**src/rtl/fetch_sequencer_if.sv**
```systemverilog
// Memory read port and downstream instruction handshake of the fetch sequencer.
// The master modport is the sequencer side; the slave modport is the memory/decode side.
interface fetch_sequencer_if;
   logic [31:0] mem_addr;
   logic        mem_read;
   logic        mem_write;
   logic [31:0] mem_wdata;
   logic [31:0] mem_rdata;
   logic        inst_valid;
   logic        inst_ready;
   logic [31:0] inst;
   logic [31:0] inst_pc;
   logic [2:0]  inst_fmt;
   logic        redirect;
   logic [31:0] redirect_pc;

   modport master (
      output mem_addr, mem_read, mem_write, mem_wdata,
      input  mem_rdata,
      output inst_valid, inst, inst_pc, inst_fmt,
      input  inst_ready, redirect, redirect_pc
   );

   modport slave (
      input  mem_addr, mem_read, mem_write, mem_wdata,
      output mem_rdata,
      input  inst_valid, inst, inst_pc, inst_fmt,
      output inst_ready, redirect, redirect_pc
   );
endinterface

```
**src/rtl/fetch_sequencer.sv**
```systemverilog
// Instruction-fetch controller: owns the PC, reads instruction memory, classifies each
// word by RISC-V format and hands it downstream, following JAL targets and redirects.
module fetch_sequencer #(
   parameter logic [31:0] RESET_PC        = 32'h0000_0028,
   parameter int unsigned MEM_LAT         = 1,
   parameter logic [31:0] MAX_FETCH       = 32'd0,
   parameter bit          FOLLOW_JAL      = 1'b1,
   parameter bit          HALT_ON_ILLEGAL = 1'b0
) (
   input  logic               clk,
   input  logic               rst_n,
   input  logic               start,
   fetch_sequencer_if.master  bus,
   output logic               halted,
   output logic [31:0]        fetch_count
);

   typedef enum logic [2:0] {
      StIdle,
      StFetch,
      StWait,
      StHold,
      StHalt
   } state_e;

   localparam logic [31:0] StartPc = {RESET_PC[31:2], 2'b00};
   localparam logic [2:0]  LatLoad = 3'(MEM_LAT);

   localparam logic [2:0] FmtUnknown = 3'd0;
   localparam logic [2:0] FmtR       = 3'd1;
   localparam logic [2:0] FmtI       = 3'd2;
   localparam logic [2:0] FmtS       = 3'd3;
   localparam logic [2:0] FmtSB      = 3'd4;
   localparam logic [2:0] FmtUJ      = 3'd5;

   state_e      state_q, state_d;
   logic [31:0] pc_q, pc_d;
   logic [2:0]  lat_q, lat_d;
   logic [31:0] inst_q, inst_d;
   logic [31:0] instPc_q, instPc_d;
   logic [2:0]  fmt_q, fmt_d;
   logic [31:0] count_q, count_d;

   logic [20:0] jalOffset;
   logic [31:0] jalTarget;
   logic [31:0] computedNext;
   logic [31:0] redirAligned;
   logic [31:0] countInc;
   logic        haltNow;

   function automatic logic [2:0] decodeFmt(input logic [6:0] opcode);
      logic [2:0] fmt;
      case (opcode)
         7'h33:        fmt = FmtR;
         7'h03, 7'h13: fmt = FmtI;
         7'h23:        fmt = FmtS;
         7'h63:        fmt = FmtSB;
         7'h6F:        fmt = FmtUJ;
         default:      fmt = FmtUnknown;
      endcase
      return fmt;
   endfunction

   always_ff @(posedge clk or negedge rst_n) begin
      if (!rst_n) begin
         state_q  <= StIdle;
         pc_q     <= StartPc;
         lat_q    <= 3'd0;
         inst_q   <= 32'd0;
         instPc_q <= 32'd0;
         fmt_q    <= FmtUnknown;
         count_q  <= 32'd0;
      end else begin
         state_q  <= state_d;
         pc_q     <= pc_d;
         lat_q    <= lat_d;
         inst_q   <= inst_d;
         instPc_q <= instPc_d;
         fmt_q    <= fmt_d;
         count_q  <= count_d;
      end
   end

   // JAL offset is scattered across the word; the target may be only halfword aligned, so it is forced to a word.
   assign jalOffset    = {inst_q[31], inst_q[19:12], inst_q[20], inst_q[30:21], 1'b0};
   assign jalTarget    = instPc_q + {{11{jalOffset[20]}}, jalOffset};
   assign computedNext = ((FOLLOW_JAL && (fmt_q == FmtUJ)) ? jalTarget : (pc_q + 32'd4)) & ~32'h3;
   assign redirAligned = bus.redirect_pc & ~32'h3;
   assign countInc     = count_q + 32'd1;
   assign haltNow      = ((MAX_FETCH != 32'd0) && (countInc == MAX_FETCH)) ||
                         (HALT_ON_ILLEGAL && (fmt_q == FmtUnknown));

   always_comb begin
      state_d  = state_q;
      pc_d     = pc_q;
      lat_d    = lat_q;
      inst_d   = inst_q;
      instPc_d = instPc_q;
      fmt_d    = fmt_q;
      count_d  = count_q;
      case (state_q)
         StIdle: begin
            if (start) begin
               state_d = StFetch;
               pc_d    = StartPc;
            end
         end
         StFetch: begin
            if (bus.redirect) begin
               pc_d = redirAligned;
            end else begin
               state_d = StWait;
               lat_d   = LatLoad;
            end
         end
         StWait: begin
            if (bus.redirect) begin
               state_d = StFetch;
               pc_d    = redirAligned;
            end else if (lat_q <= 3'd1) begin
               state_d  = StHold;
               inst_d   = bus.mem_rdata;
               instPc_d = pc_q;
               fmt_d    = decodeFmt(bus.mem_rdata[6:0]);
            end else begin
               lat_d = lat_q - 3'd1;
            end
         end
         StHold: begin
            // A completed handshake always counts; halting wins over a simultaneous redirect.
            if (bus.inst_ready) begin
               count_d = countInc;
               if (haltNow) begin
                  state_d = StHalt;
               end else begin
                  state_d = StFetch;
                  pc_d    = bus.redirect ? redirAligned : computedNext;
               end
            end else if (bus.redirect) begin
               state_d = StFetch;
               pc_d    = redirAligned;
            end
         end
         StHalt: begin
            state_d = StHalt;
         end
         default: begin
            state_d = StIdle;
         end
      endcase
   end

   always_comb begin
      bus.mem_addr   = pc_q;
      bus.mem_read   = (state_q == StFetch) || (state_q == StWait);
      bus.mem_write  = 1'b0;
      bus.mem_wdata  = 32'd0;
      bus.inst_valid = (state_q == StHold);
      bus.inst       = inst_q;
      bus.inst_pc    = instPc_q;
      bus.inst_fmt   = fmt_q;
      halted         = (state_q == StHalt);
      fetch_count    = count_q;
   end

endmodule

```
**src/flat_wrapper.sv**
```systemverilog
// flat-port wrapper written by rule: the top's interface ports become plain ports
module fetch_sequencer_flat 
#(
   parameter logic [31:0] RESET_PC        = 32'h0000_0028,
   parameter int unsigned MEM_LAT         = 1,
   parameter logic [31:0] MAX_FETCH       = 32'd0,
   parameter bit          FOLLOW_JAL      = 1'b1,
   parameter bit          HALT_ON_ILLEGAL = 1'b0
)
  (clk, rst_n, start, halted, fetch_count, bus_mem_addr, bus_mem_read, bus_mem_write, bus_mem_wdata, bus_mem_rdata, bus_inst_valid, bus_inst, bus_inst_pc, bus_inst_fmt, bus_inst_ready, bus_redirect, bus_redirect_pc);
  fetch_sequencer_if bus_i ();
  input  logic clk;
  input  logic rst_n;
  input  logic start;
  output logic halted;
  output logic [31:0] fetch_count;
  output wire logic [$bits(bus_i.mem_addr)-1:0] bus_mem_addr;
  output wire logic [$bits(bus_i.mem_read)-1:0] bus_mem_read;
  output wire logic [$bits(bus_i.mem_write)-1:0] bus_mem_write;
  output wire logic [$bits(bus_i.mem_wdata)-1:0] bus_mem_wdata;
  input wire logic [$bits(bus_i.mem_rdata)-1:0] bus_mem_rdata;
  output wire logic [$bits(bus_i.inst_valid)-1:0] bus_inst_valid;
  output wire logic [$bits(bus_i.inst)-1:0] bus_inst;
  output wire logic [$bits(bus_i.inst_pc)-1:0] bus_inst_pc;
  output wire logic [$bits(bus_i.inst_fmt)-1:0] bus_inst_fmt;
  input wire logic [$bits(bus_i.inst_ready)-1:0] bus_inst_ready;
  input wire logic [$bits(bus_i.redirect)-1:0] bus_redirect;
  input wire logic [$bits(bus_i.redirect_pc)-1:0] bus_redirect_pc;
  assign bus_mem_addr = bus_i.mem_addr;
  assign bus_mem_read = bus_i.mem_read;
  assign bus_mem_write = bus_i.mem_write;
  assign bus_mem_wdata = bus_i.mem_wdata;
  assign bus_i.mem_rdata = bus_mem_rdata;
  assign bus_inst_valid = bus_i.inst_valid;
  assign bus_inst = bus_i.inst;
  assign bus_inst_pc = bus_i.inst_pc;
  assign bus_inst_fmt = bus_i.inst_fmt;
  assign bus_i.inst_ready = bus_inst_ready;
  assign bus_i.redirect = bus_redirect;
  assign bus_i.redirect_pc = bus_redirect_pc;
  fetch_sequencer #(.RESET_PC(RESET_PC), .MEM_LAT(MEM_LAT), .MAX_FETCH(MAX_FETCH), .FOLLOW_JAL(FOLLOW_JAL), .HALT_ON_ILLEGAL(HALT_ON_ILLEGAL)) u_core (.clk(clk), .rst_n(rst_n), .start(start), .bus(bus_i), .halted(halted), .fetch_count(fetch_count));
endmodule
```
**config.mk**
```make
export PLATFORM = sky130hd
export DESIGN_NAME = fetch_sequencer_flat
export DESIGN_NICKNAME = d
export VERILOG_FILES = /design/src/rtl/fetch_sequencer_if.sv /design/src/rtl/fetch_sequencer.sv /design/src/flat_wrapper.sv
export SDC_FILE = /design/constraint.sdc
export NUM_CORES = 1
export LEC_CHECK = 0
export CAP_MARGIN = 20
export CELL_PAD_IN_SITES_DETAIL_PLACEMENT = 0
export CELL_PAD_IN_SITES_GLOBAL_PLACEMENT = 1
export CORE_UTILIZATION = 48
export DETAILED_ROUTE_END_ITERATION = 10
export DONT_BUFFER_PORTS = 1
export HOLD_SLACK_MARGIN = 0.03
export PLACE_DENSITY_LB_ADDON = 0.1
export SETUP_SLACK_MARGIN = 0.1
export SLEW_MARGIN = 10
export SYNTH_ARGS = -nofsm -noshare
export SYNTH_HDL_FRONTEND = slang
export SYNTH_SLANG_ARGS = --single-unit
```
**constraint.sdc**
```tcl
create_clock -name clk -period 3.7 [get_ports clk]
set_clock_uncertainty 0.15 [all_clocks]
set_input_delay 0.74 -clock clk [delete_from_list [all_inputs] [get_ports clk]]
set_output_delay 0.74 -clock clk [all_outputs]
set_load 0.02 [all_outputs]
```
; Yosys cells after proc, flatten, opt, wreduce, memory -nomap -nowiden
; Index checks and enable logic that the tools add are counted.
[totals]
reg_bits = 137
latch_bits = 0
mem_bits_rw = 0
romBits = 0
output_inout_bits = 167
word_cells = 59
memories = 0
[op_classes]
addsub = 4
n_mul = 0
div = 0
order_cmp = 1
n_eq_ne = 17
n_shift = 0
mux = 18
n_bitwise = 1
reduce_logical = 11
[op_table]
columns = cell, count
row1 = 2-to-1 mux 32 bit, 5
row2 = case mux 32 bit (3 select lines), 1
row3 = "adder 32 x 1 -> 32 bit, second input constant", 1
row4 = "adder 32 x 3 -> 32 bit, second input constant", 1
row5 = adder 32 bit, 1
row6 = case mux 3 bit (5 select lines), 2
row7 = 2-to-1 mux 3 bit, 9
row8 = "equality test 7 x 6 -> 1 bit, second input constant", 2
row9 = "equality test 7 bit, second input constant", 2
row10 = "inequality test 2 bit, second input constant", 4
row11 = AND reduction 4 bit, 2
row12 = "equality test 7 x 2 -> 1 bit, second input constant", 1
row13 = "equality test 7 x 5 -> 1 bit, second input constant", 1
row14 = "equality test 3 x 2 -> 1 bit, second input constant", 2
row15 = "equality test 3 bit, second input constant", 2
row16 = case mux 3 bit (2 select lines), 1
row17 = AND reduction 2 bit, 2
row18 = OR reduction 2 bit, 2
row19 = "equality test 3 x 1 -> 1 bit, second input constant", 1
row20 = "less-or-equal comparator 3 x 1 -> 1 bit, second input constant", 1
row21 = zero test 3 bit, 1
row22 = "inequality test 3 x 1 -> 1 bit, second input constant", 1
row23 = "inequality test 3 x 2 -> 1 bit, second input constant", 1
row24 = AND reduction 3 bit, 1
row25 = 5 further kinds, 5

; Longest topological paths before layout
; Gate-level depths: netlist of run 1.
[depth]
word_depth = 5
mapped_depth = 10
mapped_depth_nobuf = 10

; Worst setup path after synthesis of run 1
; Ideal clock, no wire load.
[synth_path]
path_kind = flip-flop to flip-flop
from = register u_core.inst_q[21], in the netlist u_core.bus.inst[21]
to = register u_core.pc_q[23], in the netlist u_core.bus.mem_addr[23]
setup_time_ps = 126
t_arrival_ps = 2463
required_ps = 3424
slack_ps = 961
stages_incl_launch_ff = 11
synth_period_minus_slack_ps = 2739
cell_sequence = dfrtp_1 and2_1 fa_1 a21oi_1 o211ai_1 and3_1 o211ai_2 a21oi_1 nor3b_2 xnor2_1 a221o_1
[synth_via]
elab_chain_len = 5
[synth_lines]
columns = item, line
row1 = start: declaration, fetch_sequencer.sv:39  ; logic [31:0] inst_q, inst_d;
row2 = start signal: assignment, fetch_sequencer.sv:77  ; inst_q <= inst_d;
row3 = adder 32 bit, fetch_sequencer.sv:86  ; assign jalTarget = instPc_q + {{11{jalOffset[20]}}, jalOffset};
row4 = 2-to-1 mux 32 bit, fetch_sequencer.sv:87  ; assign computedNext = ((FOLLOW_JAL && (fmt_q == FmtUJ)) ? jalTarget : (pc_q + 32'd4)) & ~32'h3;
row5 = 2-to-1 mux 32 bit, fetch_sequencer.sv:137  ; pc_d = bus.redirect ? redirAligned : computedNext;
row6 = 2-to-1 mux 32 bit, fetch_sequencer.sv:131  ; if (bus.inst_ready) begin
row7 = case mux 32 bit (3 select lines), fetch_sequencer.sv:101  ; case (state_q)
row8 = end signal: assignment, fetch_sequencer.sv:67  ; pc_q <= StartPc;
row9 = end signal: assignment, fetch_sequencer.sv:75  ; pc_q <= pc_d;
row10 = end: declaration, fetch_sequencer.sv:37  ; logic [31:0] pc_q, pc_d;
; No other way between the ends.
; A chain may end at the register's enable or synchronous reset.

; Worst setup path in the final report of run 1
[layout_path]
from = register u_core.inst_q[21], in the netlist u_core.bus.inst[21]
to = register u_core.pc_q[29], in the netlist u_core.bus.mem_addr[29]
; Same word-level chain as after synthesis.

==> impl.org, run 1 <==
** Outcome
- Result of the run :: complete, but fails checks
- Violations in the final reports :: hold timing

** Drt
- Summed over all layers, the routed wires come to 22990 um.
- The pre-antenna-repair detailed-routing pass consisted of 5 iterations.
- Via-per-instance ratio :: 5.957
- Detailed routing inserted a total of 6660 vias.
- The count of nets left with antenna violations once routing finished came out at 0.
- Number of DRC markers after the initial detailed-route iteration :: 402
- Dividing the detail-routed wire length by the instance count gives 20.57 um.
- In the routed design, unresolved DRC markers number 0.

** Synth
- Yosys Warn Count :: 0
- In the post-synthesis netlist, the biggest area contributors are sky130_fd_sc_hd__dfrtp_1 (40%), sky130_fd_sc_hd__mux2_2 (8.3%), sky130_fd_sc_hd__xnor2_1 (5.6%), sky130_fd_sc_hd__ha_1 (4.9%), sky130_fd_sc_hd__o21ai_0 (3.9%).
- Cell area after synthesis :: 0.008461 mm^2
- Among all flip-flop cells after synthesis, the most frequent one is sky130_fd_sc_hd__dfrtp_1.
- Synthesized area divided by synthesized cell count :: 9.571 um^2
- The biggest area contributor in the post-synthesis netlist is sky130_fd_sc_hd__dfrtp_1.
- Post-synth top area share :: 0.3993
- Among all cell types in the netlist, the one instantiated most often is sky130_fd_sc_hd__dfrtp_1.
- Area share of and/or/nand/nor cells after synthesis :: 0.1519
- In this run, synthesis inferred 0 flip-flops with an integrated enable.
- Sequential element share of the synthesized area :: 0.4055
- Of the total synthesized cell area, the portion taken by XOR and XNOR cells is 0.07557.
- Number of instances in the synthesized netlist :: 884
- Mux share of post-synthesis cell area :: 0.08489
- After synthesis, the netlist uses 75 different library cells.
- In the synthesized netlist the async set-or-reset flop fraction comes to 1.000.
- Synth Area in Adders :: 0.05117
- In this run, synthesis produced a sequential element count of 137.
- Dominant combinational cell family by area after synthesis :: compound AO/OA/AOI/OAI gates
- Ranking of synthesized cells by instance count :: sky130_fd_sc_hd__dfrtp_1 (135), sky130_fd_sc_hd__nand2_1 (83), sky130_fd_sc_hd__o21ai_0 (66)
- Synthesized-area fraction occupied by ao, oa, aoi and oai cells :: 0.1717

** Place
- Detailed-placement wirelength estimate :: 16790 um
- Buffers placed on the I/O ports in this run total 0.
- Routability cong. :: 0.8652

** GRT
- Number of antenna violations at the first check in global routing :: 0
- Global route total overflow :: 0
- Entering global routing, the biggest net connects 138 pins.
- The first global-routing pass estimated 35980 um of wire.
- Across every metal layer, demand over resource in global routing totals 0.2585.
- Vias in the first global route :: 6695

** Layout
- For this run, the post-layout net count is 983.
- Area growth from synthesis to layout :: 8.045%
- Number of fillers in the final layout :: 1592
- Ratio of cells with drive above 1 in the final layout :: 0.1433
- 0 antenna diodes ended up in the layout.

** Job
- Across the run, the number of max-cap violations was 0.

** Timing
- Maximum achievable frequency :: 0.3057 GHz
- Worst slew slack as a fraction of its limit :: 0.5122
- In the finished design, the share of the clock period the worst path needs comes to 0.8840.
- RSZ-0062 raised after global routing :: no
- Minimum hold slack :: -150.3 ps
- Counting I/O delays and the setup requirement, the final critical path takes 3271 ps.
- Hold Fails Final Rpt :: 135
- Transition at the pin with the smallest max-transition slack :: 731.7 ps
- Final TNS setup :: 0 ps
- The final-report max-slew violation count is 0.
- Setup violations remaining at the end of the flow were counted as 0.

** Worst hold path
- In this run the worst hold path is classified as input port to asynchronous set/reset pin.

** Floorplanning
- For this configuration, the core starts out at a cell density of 0.4909.
- Area of the die :: 0.01816 mm^2
- In this run the count of I/O pins placed on the die edge is 236.
- Die span in y :: 134.8 um
- CORE AREA :: 0.01724 mm^2
- Chip Width :: 134.8 um
- The initialized floorplan defines 48 standard-cell rows.

** Setup path
- The cell family contributing the most delay on the critical path is compound AO/OA/AOI/OAI gates.
- The setup check on the worst reg-to-reg path leaves a slack of 430 ps.
- Crit path capture type :: register
- The number of cells on the worst reg-to-reg path is 10.
- Among all stages on the critical path, the largest delay is contributed by sky130_fd_sc_hd__dfrtp_1.
- The setup path with the least slack is of type register to register.
- Arrival time at the worst endpoint :: 3430 ps
- On the worst path, the slowest cell contributes a delay of 470 ps.
- Traced cell by cell, the critical path runs through and2_1, fa_1, a21oi_1, o211ai_1, and3_1, o211ai_2, a211oi_1, o21ai_0, nor4b_1, a211oi_1.
- Critical Path Source Type :: register
- Together, buffers and inverters on the worst path number 0.
- The worst register-to-register path begins at u_core.bus.inst[21]$_DFFE_PN0P_.
- End of the worst register-to-register path :: u_core.bus.mem_addr[29]$_DFFE_PN0P_
- Most common cell type on the critical path :: sky130_fd_sc_hd__a211oi_1
- STA puts the critical path data required time at 3860 ps.
- Top fanout value on the critical path :: 5

** Power and ir drop
- Sum of internal, switching and leakage power :: 0.008888 W
- Worst-case vdd ir drop :: 506.2 uV
- In this run the static leakage power is 4.162 nW.
- Dividing total power by cell area gives a power density of 972.3 mW/mm^2.

** CTS
- Clock latency on the worst-skew pair :: 430 ps
- The H-tree was split into 4 levels.
- Clk buf depth :: 2
- Buffers inserted by post-CTS timing repair :: 0
- TritonCTS built the clock tree.
- Master cell of the clock root buffer :: sky130_fd_sc_hd__clkbuf_16
- Clk slew on worst S/H paths :: 70 ps
- Clock tree synthesis inserted a total of 17 buffers.
- Clock tree synthesis found a total of 137 sinks.
[how the worst max path moves through the flow]
stage | startpoint | endpoint | cells after the start
6_report | u_core.bus.inst[21]$_DFFE_PN0P_ | u_core.bus.mem_addr[29]$_DFFE_PN0P_ | 10
4_1_cts | u_core.bus.inst[21]$_DFFE_PN0P_ | u_core.bus.mem_addr[29]$_DFFE_PN0P_ | 10
3_3_place_gp | u_core.bus.inst[21]$_DFFE_PN0P_ | u_core.bus.mem_addr[29]$_DFFE_PN0P_ | 10
2_1_floorplan | u_core.bus.inst[21]$_DFFE_PN0P_ | u_core.bus.mem_addr[23]$_DFFE_PN0P_ | 10
3_5_place_dp | u_core.bus.inst[21]$_DFFE_PN0P_ | u_core.bus.mem_addr[29]$_DFFE_PN0P_ | 10
5_1_grt | u_core.bus.inst[21]$_DFFE_PN0P_ | u_core.bus.mem_addr[29]$_DFFE_PN0P_ | 10
[what timing repair did]
| item | 4_1_cts | 5_1_grt |
|---|---|---|
| gates resized for setup | 0 | 0 |
| setup endpoints to repair | 0 | 0 |
| endpoints found under the hold margin | 137 | 137 |
[cells in the final DEF (no fill, tap or decap), types with 30 or more instances in the layout]
| cell | netlist | layout |
|---|---|---|
| sky130_fd_sc_hd__conb_1 | 1 | 33 |
| sky130_fd_sc_hd__xnor2_1 | 54 | 54 |
| sky130_fd_sc_hd__nor2_1 | 57 | 56 |
| sky130_fd_sc_hd__nand2_1 | 83 | 83 |
| sky130_fd_sc_hd__nand3_1 | 30 | 30 |
| sky130_fd_sc_hd__dfrtp_1 | 135 | 135 |
| sky130_fd_sc_hd__mux2_2 | 62 | 62 |
| sky130_fd_sc_hd__ha_1 | 33 | 33 |
| sky130_fd_sc_hd__a21oi_1 | 64 | 64 |
| sky130_fd_sc_hd__o21ai_0 | 66 | 66 |
[registers in the layout, indices dropped and copies added (netlist names)]
signal and count:
u_core.bus.inst 32, u_core.bus.inst_pc 32, u_core.bus.mem_addr 32, u_core.fetch_count 32, u_core.bus.inst_fmt 3, u_core.lat_q 3
u_core.state_q 3
[worst reg2reg max path: cells and delay by family, from the launching register on]
| kind | cells | cell delay (ps) |
|---|---|---|
| simple gates | 3 | 730 |
| flops | 1 | 470 |
| fa+ha+maj | 1 | 400 |
| compound gates | 6 | 1390 |
[where the power goes]
part,switching [W],internal (W)
clock network,0.000708,0.00104
registers,0.00138,0.00201
logic,0.00212,0.00162
total,0.00421,0.00467
[final cells by class]
type                            count  area (um^2)  share of cell area
Clock buffer                       20        456.7             0.04996
Clock inverter                     12        141.4             0.01547
Inverter                           23        86.33            0.009444
Multi-Input combinational cell    689         4654              0.5092
Sequential cell                   137         3431              0.3753
Tap cell                          225        281.5             0.03080
Timing Repair Buffer               12        90.09            0.009855
[routing by layer]
metal | vias up | global-route usage | share of wire
li1 | 3130 | - | -
met1 | 3248 | 0.3371 | 0.44
met2 | 251 | 0.4195 | 0.48
met3 | 31 | 0.06982 | 0.069
met4 | 0 | 0.07678 | 0.013
met5 | - | 0 | 0
[cell families (layout without fill, tap and decap cells)]
group,count (synthesis),after routing
buffers and inverters,90,67
multiplexers,64,64
AND/OR/NAND/NOR,257,257
flip-flops,137,137
XOR/XNOR,73,73
AO/OA/AOI/OAI,228,228
adder cells (fa/ha/maj),34,34
other,1,33
[metrics by stage]
stage	hold WS, ps	instance area (um^2)	setup WS, ps	util	cells
2_1_floorplan	294.4	8581	960.7	-	916
3_3_place_gp	297.5	8543	491.2	0.4956	1086
3_5_place_dp	298.2	8543	475.4	0.4956	1086
4_1_cts	-158.3	9141	466.8	0.5303	1118
5_1_grt	-168.6	9141	144.9	0.5303	1118
6_report	-150.3	9141	429.3	0.5303	1118
Note: power is estimated with default switching activity, not from simulation.
==> run 2, diff against run 1 <==
CORE_ASPECT_RATIO = 1.1   (was not set)
TNS_END_PERCENT = 100   (was not set)
==> run 2 against run 1 <==
Effect of this change: the run still ends with hold timing left; sequential power barely moved; design area fell by 0.33%; count of clock-buffer cells in the layout fell by 1; largest cell class unchanged.
==> impl.org, run 2 (same netlist as run 1, synthesis figures left out) <==
** Worst hold path
- Path category of the worst min-delay check :: input port to asynchronous set/reset pin

** Power and ir drop
- Switching power total :: 0.004198 W
- Of the total power, the share spent switching nets is 0.4780.
- Of the total power, registers draw 0.387.
- VDD sags by at most 521.3 uV.
- Power spread over the standard cell area amounts to 964.0 mW/mm^2.
- Int Power :: 0.004585 W
- Of the total power, combinational logic draws 0.425.
- Lkg Pwr :: 4.141 nW
- Clock network fraction of design power :: 0.188

** Place
- The count of buffers added on input and output ports is 0.
- Routability cong. :: 0.9306
- The wire-length estimate of the detail-placed layout is 16500 um.

** Timing
- Maximum achievable frequency :: 0.3063 GHz
- After routing, the total negative slack on setup checks comes to 0 ps.
- RSZ-0062 raised after global routing :: no
- Count of endpoints failing setup in the final report :: 0
- The final-report max-slew violation count came to 0.
- The hold violation count in the final report was 135.
- Subtracting the final worst setup slack from the clock period gives 3265 ps.
- The worst pin sits at a relative slew slack of 0.4503.
- Final hold analysis gives a worst-case slack of -134.7 ps.
- For the pin with the worst max-slew slack, the measured transition is 823.7 ps.
- In the finished design, the share of the clock period the worst path needs comes to 0.8824.

** Setup path
- Most common cell type on the critical path :: sky130_fd_sc_hd__a211oi_1
- For the worst setup path, the data required time is 3840 ps.
- Top fanout value on the critical path :: 5
- Data arrives at the worst endpoint at 3400 ps.
- The critical path is of the register to register type.
- Sequence of cells on the critical path :: and2_1, fa_1, a21oi_1, o211ai_1, and3_1, o211ai_2, a211oi_1, o21ai_0, nor4b_1, a211oi_1
- Slowest cell on the critical path :: sky130_fd_sc_hd__dfrtp_1
- Crit path capture type :: register
- Critical Path Source Type :: register
- CP max stage delay :: 470 ps

** GRT
- Vias in the first global route :: 6746
- Entering global routing, the biggest net connects 138 pins.
- Global route total overflow :: 0
- Number of antenna violations at the first check in global routing :: 0
- The first global-routing pass estimated 35710 um of wire.
- For this run, the total global-route usage over all layers was measured as 0.2551.

** Drt
- In the routed design, unresolved DRC markers number 0.
- Pre-antenna DRT Iters :: 6
- The count of nets left with antenna violations once routing finished came out at 0.
- Dividing the detail-routed wire length by the instance count gives 20.04 um.
- After detailed routing, the number of vias per cell comes to 5.924.
- The routed design has 22540 um of wire.
- The final route contains 6664 vias.
- Number of DRC markers after the initial detailed-route iteration :: 339

** Outcome
- The checks that failed: hold timing.
- The run finished, with violations left.

** CTS
- TritonCTS clock tree :: yes
- H-tree depth reported by CTS :: 4
- After clock tree synthesis, the clock-pin slew on the worst setup and hold paths is 70 ps.
- Clock latency on the worst-skew pair :: 420 ps
- Gates resized during post-CTS repair numbered 0.
- Master cell of the clock root buffer :: sky130_fd_sc_hd__clkbuf_16
- Num CTS Buffers :: 17
- The clock passes through at most 2 buffers.
- Buffers inserted by post-CTS timing repair :: 0
- The clock drives 137 sinks.

** Floorplanning
- The floorplan step set the die height to 141.2 um.
- 236 I/O pins were placed.
- The floorplan has 50 rows.
- The initial utilization of the core area, before any placement, comes to 0.4936.
- Chip Width :: 128.6 um
- The floorplan step defined a core boundary enclosing 0.01714 mm^2.
- The floorplan step defined a die boundary enclosing 0.01816 mm^2.

** Layout
- Compared with the post-synthesis result, the final layout area differs by 7.690%.
- The repair_antennas step left the layout with diodes totalling 0.
- Final-stage net count :: 981
- Ratio of cells with drive above 1 in the final layout :: 0.1414
- Leaving out fill and tap cells, the most frequent cell in the layout is sky130_fd_sc_hd__dfrtp_1.
- Most frequent cells in the layout :: sky130_fd_sc_hd__dfrtp_1 (135), sky130_fd_sc_hd__nand2_1 (83), sky130_fd_sc_hd__o21ai_0 (66)

** Job
- Max cap viols :: 0
-- run 2: worst paths after layout --
check | start | endpoint | slack (ps) | cells after the start
worst max-delay path | u_core.bus.inst[21]$_DFFE_PN0P_ | u_core.bus.mem_addr[29]$_DFFE_PN0P_ | 440 | 10
worst min-delay path | rst_n | u_core.lat_q[0]$_DFFE_PN0P_ | -130 | 0
worst max register to register | u_core.bus.inst[21]$_DFFE_PN0P_ | u_core.bus.mem_addr[29]$_DFFE_PN0P_ | 440 | 10
worst min register to register | u_core.lat_q[1]$_DFFE_PN0P_ | u_core.lat_q[1]$_DFFE_PN0P_ | 340 | 2
max in group asynchronous | rst_n | u_core.bus.mem_addr[5]$_DFFE_PN1P_ | 3340 | 0
min in group clk | bus_redirect | u_core.state_q[1]$_DFFE_PN0P_ | 270 | 1
-- run 2: layout make-up --
| class | count | area, um^2 |
|---|---|---|
| clock inverter | 13 | 128.9 |
| sequential | 137 | 3431 |
| inverter | 23 | 86.33 |
| multi-input combinational | 689 | 4654 |
| fill | 1591 | 8030 |
| tap | 234 | 292.8 |
| clock buffer | 19 | 442.9 |
| timing repair buffer | 10 | 75.07 |
-- run 2: critical path, delay by kind of cell (launching register included) --
family / cells / cell delay (ps)
fa+ha+maj: 1 / 400
compound gates: 6 / 1390
simple gates: 3 / 710
flops: 1 / 470
-- run 2: power by group through the flow --
stage | registers [W] | clock network [W] | logic [W]
6_report | 0.00340 | 0.00165 | 0.00373
5_1_grt | 0.00350 | 0.00176 | 0.00415
4_1_cts | 0.00341 | 0.00169 | 0.00371
3_5_place_dp | 0.00343 | 0 | 0.00368
3_3_place_gp | 0.00340 | 0 | 0.00360
2_1_floorplan | 0.00311 | 0 | 0.00305
-- run 2: stage by stage --
stage	util	power [W]	cells	area [um^2]	setup WS (ps)
finish	0.5315	0.008783	1125	9111	435.1
global route	0.5315	0.009421	1125	9111	225.5
global placement	0.4982	0.007005	1093	8539	500.5
floorplan	-	0.006154	916	8581	960.7
CTS	0.5315	0.008813	1125	9111	418.9
detailed placement	0.4982	0.007115	1093	8539	468.5
-- run 2: metal layers --
layer | up-vias | wire length (um) | track usage | share of wire
met3 | 41 | 1705 | 0.07894 | 0.076
met5 | - | 0 | 0 | 0
li1 | 3126 | - | - | -
met4 | 0 | 652 | 0.09845 | 0.029
met1 | 3262 | 9549 | 0.3239 | 0.42
met2 | 235 | 10640 | 0.4051 | 0.47
==> run 3, diff against run 2 <==
CORE_MARGIN = 2   (was not set)
==> run 3 against run 2 <==
Effect of this change: the flow still finishes with violations (hold timing); core utilization about the same; die area grew 3.0%; largest power group unchanged; cell count about the same; highest routed layer unchanged; clock power barely moved; global-route usage shrank 0.78 points; combinational power about the same.
==> impl.org, run 3 (same netlist as run 1, synthesis figures left out) <==
** Setup path
- CP max stage delay :: 470 ps
- Sequence of cells on the critical path :: and2_1, fa_1, a21oi_1, o211ai_1, and3_1, o211ai_2, a211oi_1, o21ai_0, nor4b_1, a211oi_1
- Measured in cells, the most critical reg-to-reg path has a length of 10.
- End of the worst register-to-register path :: u_core.bus.mem_addr[29]$_DFFE_PN0P_
- Critical Path RT :: 3840 ps
- In this design, the critical path's most frequently occurring cell is sky130_fd_sc_hd__a211oi_1.
- Startpoint of the most critical setup path :: u_core.bus.inst[21]$_DFFE_PN0P_
- Arrival time at the worst endpoint :: 3370 ps
- Top fanout value on the critical path :: 5
- Kind of cell with the highest combined delay on the critical path :: compound AO/OA/AOI/OAI gates
- CP endpoint :: u_core.bus.mem_addr[29]$_DFFE_PN0P_
- STA classifies the critical path endpoint as a register.
- Setup slack on the worst reg-to-reg path comes out at 470 ps.
- In this run the number of cells on the critical path is 10.
- Slowest cell on the critical path :: sky130_fd_sc_hd__dfrtp_1
- In this run the critical register-to-register path is launched from u_core.bus.inst[21]$_DFFE_PN0P_.
- The worst setup path is launched from a register.
- The critical path is of the register to register type.
- Together, buffers and inverters on the worst path number 0.

** CTS
- In this run, CTS created clock tree buffers numbering 17.
- After clock tree synthesis, the setup repair step added 0 buffers.
- TritonCTS built the clock tree.
- For this design, the sink count on the clock tree is 137.
- Post-cts resize count :: 0
- H-tree depth reported by CTS :: 4
- The clock passes through at most 2 buffers.
- The clock reaches the later pin of the worst-skew pair after 420 ps.
- In this run the clock root is driven by a sky130_fd_sc_hd__clkbuf_16.
- Clock-pin slew was measured on the worst setup and hold paths at 70 ps.

** Power and ir drop
- Total power divided by cell area :: 963.0 mW/mm^2
- The analysis attributes to net switching a power of 0.004217 W.
- The share of total power dissipated in sequential elements is 0.388.
- Share of power burned in combinational logic :: 0.425
- Sum of internal, switching and leakage power :: 0.008780 W
- Worst-case vdd ir drop :: 437.8 uV
- Of the total power, the share spent switching nets is 0.4803.
- Of the total power, the clock network draws 0.187.
- Int Power :: 0.004563 W
- In this run the static leakage power is 4.142 nW.

** Timing
- At the pin with the least slew margin, the transition time is 804.4 ps.
- After routing, the total negative slack on setup checks comes to 0 ps.
- Measured against its own limit, the worst slew margin works out to 0.4632.
- Maximum achievable frequency :: 0.3099 GHz
- For the finished layout, the period the worst path requires is 3226 ps.
- The final-report max-slew violation count is 0.
- RSZ-0062 raised after global routing :: no
- In the finished design, the share of the clock period the worst path needs comes to 0.8720.
- The hold violation count in the final report came to 135.
- Minimum hold slack :: -134.9 ps
- Setup violations remaining at the end of the flow were counted as 0.

** GRT
- Number of antenna violations at the first check in global routing :: 0
- First-pass GRT wire length :: 35730 um
- The via count of the first global-routing pass was 6805.
- In the global route stage, overall resource usage came out at 0.2473.
- Global route total overflow :: 0
- Entering global routing, the biggest net connects 138 pins.

** Floorplanning
- The core region is 0.01714 mm^2.
- For this design the top-level I/O count stands at 236.
- Starting Density :: 0.4936
- Row generation in the floorplan step produced 50 rows.
- The die covers 0.01871 mm^2.
- Die span in y :: 143.2 um
- Chip Width :: 130.6 um

** Drt
- In the routed design, unresolved DRC markers number 0.
- Average detailed-routed wire length per instance :: 20.29 um
- In this run the remaining antenna-violating nets after routing total 0.
- In the routed layout, each cell is associated on average with a via count of 5.906.
- Via Count :: 6650
- The first detailed-routing pass took 5 iterations.
- Wirelength, routed :: 22840 um
- Number of DRC markers after the initial detailed-route iteration :: 409

** Layout
- Area growth from synthesis to layout :: 7.764%
- In the final layout, the share of cells above drive strength 1 is 0.1435.
- Core occupancy in the finished layout :: 0.5319
- Non-Filler Cell Area, Final :: 0.009117 mm^2
- The library cell used most frequently in the layout, excluding fill and tap cells, is sky130_fd_sc_hd__dfrtp_1.
- Final-stage net count :: 982
- Most frequent cells in the layout :: sky130_fd_sc_hd__dfrtp_1 (135), sky130_fd_sc_hd__nand2_1 (83), sky130_fd_sc_hd__o21ai_0 (66)
- Number of inserted diodes :: 0

** Place
- Once placement finished, the instance area stood at 0.008547 mm^2.
- The HPWL after detailed placement is 16700 um.
- Port buffering added 0 buffers.
- Routability cong. :: 0.8857

** Outcome
- The checks that failed: hold timing.
- Result of the run :: complete, but fails checks

** Job
- Max cap viols :: 0

** Worst hold path
- Path category of the worst min-delay check :: input port to asynchronous set/reset pin
[run 3: power by group through the flow]
stage,sequential [W],clock (W),combinational (W)
3_5_place_dp,0.00344,0,0.00369
4_1_cts,0.00341,0.00168,0.00371
2_1_floorplan,0.00311,0,0.00305
3_3_place_gp,0.00341,0,0.00361
5_1_grt,0.00351,0.00176,0.00416
6_report,0.00340,0.00164,0.00373
[run 3: worst min path at each step]
stage,to
detailed placement,u_core.bus.inst_pc[30]$_DFFE_PN0P_
floorplan,u_core.bus.inst[0]$_DFFE_PN0P_
CTS,u_core.bus.inst_pc[0]$_DFFE_PN0P_
global placement,u_core.bus.inst_pc[31]$_DFFE_PN0P_
finish,u_core.bus.inst_pc[30]$_DFFE_PN0P_
global route,u_core.fetch_count[12]$_DFFE_PN0P_
[run 3: routing by layer]
layer | track usage | vias up | wire [um]
met4 | 0.07727 | 0 | 445
met5 | 0 | - | 0
li1 | - | 3125 | -
met1 | 0.3168 | 3237 | 9601
met3 | 0.07456 | 26 | 1793
met2 | 0.4013 | 262 | 11000
[run 3: per-stage QoR]
step	worst slack, ps	std cells
after global placement	515.7	1094
final	473.7	1126
after detailed placement	478.6	1094
after floorplan	960.7	916
after CTS	466.1	1126
after global routing	220.3	1126
[run 3: worst reg2reg max path: stages (launching register included)]
cell and delay [ps]:
sky130_fd_sc_hd__dfrtp_1 470, sky130_fd_sc_hd__and2_1 220, sky130_fd_sc_hd__fa_1 400, sky130_fd_sc_hd__a21oi_1 270, sky130_fd_sc_hd__o211ai_1 200, sky130_fd_sc_hd__and3_1 230
sky130_fd_sc_hd__o211ai_2 320, sky130_fd_sc_hd__a211oi_1 150, sky130_fd_sc_hd__o21ai_0 330, sky130_fd_sc_hd__nor4b_1 280, sky130_fd_sc_hd__a211oi_1 70
[run 3: cell type report]
| class | count | area, um^2 |
|---|---|---|
| Tap cell | 234 | 292.8 |
| Clock inverter | 12 | 103.9 |
| Clock buffer | 20 | 466.7 |
| Sequential cell | 137 | 3431 |
| Fill cell | 1605 | 8024 |
| Multi-Input combinational cell | 689 | 4654 |
| Inverter | 23 | 86.33 |
| Timing Repair Buffer | 11 | 82.58 |
